### src/rtl/eth_crc32_if.sv
// Byte stream and FCS result bundle for eth_crc32.
//   vld  : data qualifier, byte is folded into the CRC on the edge where it is high
//   data : message byte, bit 0 is the first bit on the wire
//   crc  : finished FCS in wire byte order (crc[31:24] transmitted first)
// master drives the byte stream and reads the FCS; slave is the CRC engine.
interface eth_crc32_if;
  logic        vld;
  logic [7:0]  data;
  logic [31:0] crc;

  modport master (
    output vld,
    output data,
    input  crc
  );

  modport slave (
    input  vld,
    input  data,
    output crc
  );
endinterface

### src/rtl/eth_crc32.sv
// Byte-serial IEEE 802.3 CRC-32 (FCS) generator/checker.
// Ports:
//   clk    : system clock, all state updates on the rising edge
//   rst    : synchronous active-high reset; also restarts the CRC per frame
//   crc_if : slave side of eth_crc32_if (vld, data in; crc out)
// One byte is folded in per qualified clock with no pipeline delay, so crc
// reflects a byte one clock after it was sampled. crc holds while vld is low.
module eth_crc32 (
  input  logic        clk,
  input  logic        rst,
  eth_crc32_if.slave  crc_if
);

  localparam logic [31:0] Poly = 32'hEDB88320;
  localparam logic [31:0] Init = 32'hFFFFFFFF;

  logic [31:0] crc_q, crc_d;
  logic [31:0] crc_inv;

  // Reflected LFSR, eight bit steps unrolled into one combinational update.
  function automatic logic [31:0] crc_byte(input logic [31:0] r_in, input logic [7:0] d);
    logic [31:0] r;
    logic        fb;
    r = r_in;
    for (int i = 0; i < 8; i++) begin
      fb = r[0] ^ d[i];
      r  = r >> 1;
      if (fb) begin
        r = r ^ Poly;
      end
    end
    return r;
  endfunction

  always_ff @(posedge clk) begin
    if (rst) begin
      crc_q <= Init;
    end else begin
      crc_q <= crc_d;
    end
  end

  // data is only looked at when vld is high, so an undriven bus cannot leak in.
  always_comb begin
    crc_d = crc_q;
    if (crc_if.vld) begin
      crc_d = crc_byte(crc_q, crc_if.data);
    end
  end

  // Complement, then byte-swap so the first FCS byte on the wire is in [31:24].
  always_comb begin
    crc_inv    = ~crc_q;
    crc_if.crc = {crc_inv[7:0], crc_inv[15:8], crc_inv[23:16], crc_inv[31:24]};
  end

endmodule

### src/flat_wrapper.sv
// flat-port wrapper written by rule: the top's interface ports become plain ports
module eth_crc32_flat 
  (clk, rst, crc_if_vld, crc_if_data, crc_if_crc);
  eth_crc32_if crc_if_i ();
  input  logic clk;
  input  logic rst;
  input wire logic [$bits(crc_if_i.vld)-1:0] crc_if_vld;
  input wire logic [$bits(crc_if_i.data)-1:0] crc_if_data;
  output wire logic [$bits(crc_if_i.crc)-1:0] crc_if_crc;
  assign crc_if_i.vld = crc_if_vld;
  assign crc_if_i.data = crc_if_data;
  assign crc_if_crc = crc_if_i.crc;
  eth_crc32 u_core (.clk(clk), .rst(rst), .crc_if(crc_if_i));
endmodule
### config.mk
export PLATFORM = sky130hd
export DESIGN_NAME = eth_crc32_flat
export DESIGN_NICKNAME = d
export VERILOG_FILES = /design/src/rtl/eth_crc32_if.sv /design/src/rtl/eth_crc32.sv /design/src/flat_wrapper.sv
export SDC_FILE = /design/constraint.sdc
export NUM_CORES = 1
export LEC_CHECK = 0
export ABC_CLOCK_PERIOD_IN_PS = 2800
export CAP_MARGIN = 20
export CORE_ASPECT_RATIO = 1.4
export CORE_UTILIZATION = 63
export DETAILED_ROUTE_END_ITERATION = 6
export DONT_BUFFER_PORTS = 1
export HOLD_SLACK_MARGIN = 0.02
export PLACE_DENSITY_LB_ADDON = 0.12
export RECOVER_POWER = 100
export SYNTH_ARGS = -nofsm -noshare
export SYNTH_HDL_FRONTEND = slang
export SYNTH_SLANG_ARGS = --single-unit
### constraint.sdc
create_clock -name clk -period 2.8 [get_ports clk]
set_clock_uncertainty 0.1 [all_clocks]
set_input_delay 0.28 -clock clk [delete_from_list [all_inputs] [get_ports clk]]
set_output_delay 0.28 -clock clk [all_outputs]
set_load 0.02 [all_outputs]
==> reports/summary.txt <==
Status -> complete, no violations
CTS HTree Levels -> 2
Util after Layout -> 70.6%
Pin count of the biggest net entering global routing -> 28
CTS Sinks -> 32
Area Overhead vs Synth -> 5.08%
Post_cts resized -> 0
First-pass iteration count of the detailed router -> 4
Core area -> 3150 um^2
CTS root buf -> clkbuf_8
Site Rows -> 24
Number of CTS-inserted buffers -> 5
Hold Buf Count CTS -> 3
Fin Setup TNS -> 0 ns
CP max stage cell -> dlygate4sd3_1
Die area -> 3600 um^2
Predominant post-synthesis flop cell -> dfxtp_1
Crit Path Class -> reg -> reg
Number of global-route vias before repair -> 1395
F_max -> 0.387 GHz
Chip width -> 51.0 um
Ys Warns -> 0
Via-to-Cell Ratio -> 5.57
Synth area leaders -> dfxtp_1 30%, xnor3_1 14%, xnor2_1 14%, a211o_1 7.9%, inv_1 5.8%
FILL cells -> 248
Global route overflow -> 0
Synthesized netlist net count -> 217
Syn Area/Cell -> 10.3 um^2
Slew of the pin with the lowest slew margin -> 1.06 ns
Sequential share of the synthesized area -> 30.2%
Setup bufs post-CTS -> 0
DR iter-0 viols -> 55
Routed wire length -> 4300 um
Max-slew violation count -> 0
GRT Total Usage -> 26.4%
# setup viols final -> 0
First-pass GRT wire length -> 6800 um
Async SR Flop Fraction -> 0%
Antenna violations before repair -> 0
Reg with most FFs -> u_core.crc_q
I/O pins -> 43
Total vias in the final route -> 1382
Max Cap Violations -> 0
Fin crit period -> 2.58 ns
CP endpoint kind -> register
Mapped Area -> 2120 um^2
Synth unique cells -> 21
Post-detail-place hpwl -> 2970 um
DRC Markers -> 0
Hold crit path type -> in -> reg
Die H -> 70.6 um
RSZ-0062 raised after global routing -> no
Flops & latches, synth -> 32
Crit Path Max Fanout -> 6
Reg2Reg Setup Slack -> 0.22 ns
Share of cells above drive strength 1 -> 10.0%
Syn Inst Count -> 206
Critical Path Most Common Cell -> xor2_4
Area leader, netlist -> dfxtp_1
Final Hold Fails -> 0
Top Registers -> u_core.crc_q x32
Slew margin rel. -> 28.9%
CTS tree -> yes
Final #Nets -> 219
Clk buf depth -> 2
Top cell type's share of synthesized area -> 30.2%
Clk slew on worst S/H paths -> 0.07 ns
Maximum vdd drop -> 936 uV
Drt wl/cell -> 17.3 um
Worst skew pair latency -> 0.29 ns
Leakage -> 1.16 nW
Top cells by count, synth -> 33 x inv_1, 33 x xnor2_1, 32 x dfxtp_1, 24 x nor2_1, 19 x a211o_1
CP arrival -> 2.67 ns
Max reg flops -> 32
Critical-path cell list -> xor2_4 > xor2_4 > xnor3_1 > a211o_1 > dlygate4sd3_1
Critical path launch point type -> register
Sequential Area -> 641 um^2
PD cells -> 1350 nW/um^2
Max stage delay on crit path -> 0.56 ns
Delay-heaviest family, CP -> XOR/XNOR gates
Initial core utilization -> 67.2%
Worst Path Required -> 2.88 ns
IO buf count -> 0
Final period util -> 92.3%
Routability Congestion -> 0.805
WP buf/inv -> 1
ANT nets after route -> 0
Multi-input logic area -> 1270 um^2
Diodes inserted -> 0
Number of synthesized flops with an enable pin -> 0
cells by family after synthesis:
| kind of cell | count (synthesis) | share of synthesized area [%] |
|---|---|---|
| buf+inv | 43 | 7.62 |
| xor+xnor | 63 | 43.8 |
| simple gates | 30 | 5.67 |
| compound gates | 38 | 12.7 |
| flops | 32 | 30.2 |
worst register-to-register path, cell delays in order (launching register included):
cell and delay (ns):
dfxtp_1 0.45, xor2_4 0.35, xor2_4 0.35, xnor3_1 0.38, a211o_1 0.29, dlygate4sd3_1 0.56
per-layer routing:
layer  track usage, %  vias up  share of wire [%]
met1             28.7      673                 40
met4             13.6        0                2.7
met2             46.5       43                 52
li1                 -      658                  -
met5                0        -                  0
met3             6.24        8                5.1
layout by cell type (no fill, tap or decap), types with 2 or more instances in the layout:
cell / netlist / final
clkinv_2: 0 / 2
buf_4: 0 / 2
dlygate4sd3_1: 0 / 3
xor2_4: 2 / 2
xor2_1: 2 / 3
xnor3_1: 13 / 13
dfxtp_1: 32 / 32
a21oi_1: 11 / 11
a211o_1: 19 / 19
xnor3_4: 2 / 2
nor2_1: 24 / 24
nor3_1: 6 / 6
xnor2_1: 33 / 36
xnor2_2: 5 / 3
clkbuf_8: 0 / 6
inv_1: 33 / 33
o21ai_0: 6 / 6
final cells by class:
class	instances	area share [%]
Clock buffer	6	3.71
Clock inverter	2	0.450
Inverter	33	5.56
Multi-Input combinational cell	131	57.3
Sequential cell	32	28.8
Tap cell	39	2.19
Timing Repair Buffer	5	2.02
per-stage QoR:
stage,cell area [um^2],hold WS (ns),worst slack [ns],power [mW],std cells
2_1_floorplan,2120,0.343,0.855,2.40,206
3_3_place_gp,2140,0.278,0.796,2.60,237
3_5_place_dp,2140,0.281,0.732,2.65,237
4_1_cts,2270,0.0203,0.222,3.05,248
5_1_grt,2230,0.0215,0.107,3.19,248
6_report,2230,0.0207,0.215,3.01,248
power breakdown:
| part | total (mW) | internal, mW | switching (mW) |
|---|---|---|---|
| Sequential | 0.727 | 0.606 | 0.121 |
| Combinational | 1.91 | 1.03 | 0.887 |
| Clock | 0.370 | 0.196 | 0.175 |
| Total | 3.01 | 1.83 | 1.18 |
path summary, 6_finish.rpt:
kind / end / from / cells after the start
worst max-delay path: u_core.crc_q[4] / u_core.crc_q[0] / 5
worst min-delay path: u_core.crc_q[13] / crc_if_vld / 1
worst max register to register: u_core.crc_q[4] / u_core.crc_q[0] / 5
worst min register to register: u_core.crc_q[21] / u_core.crc_q[21] / 2
(Power assumes the default switching activity.)
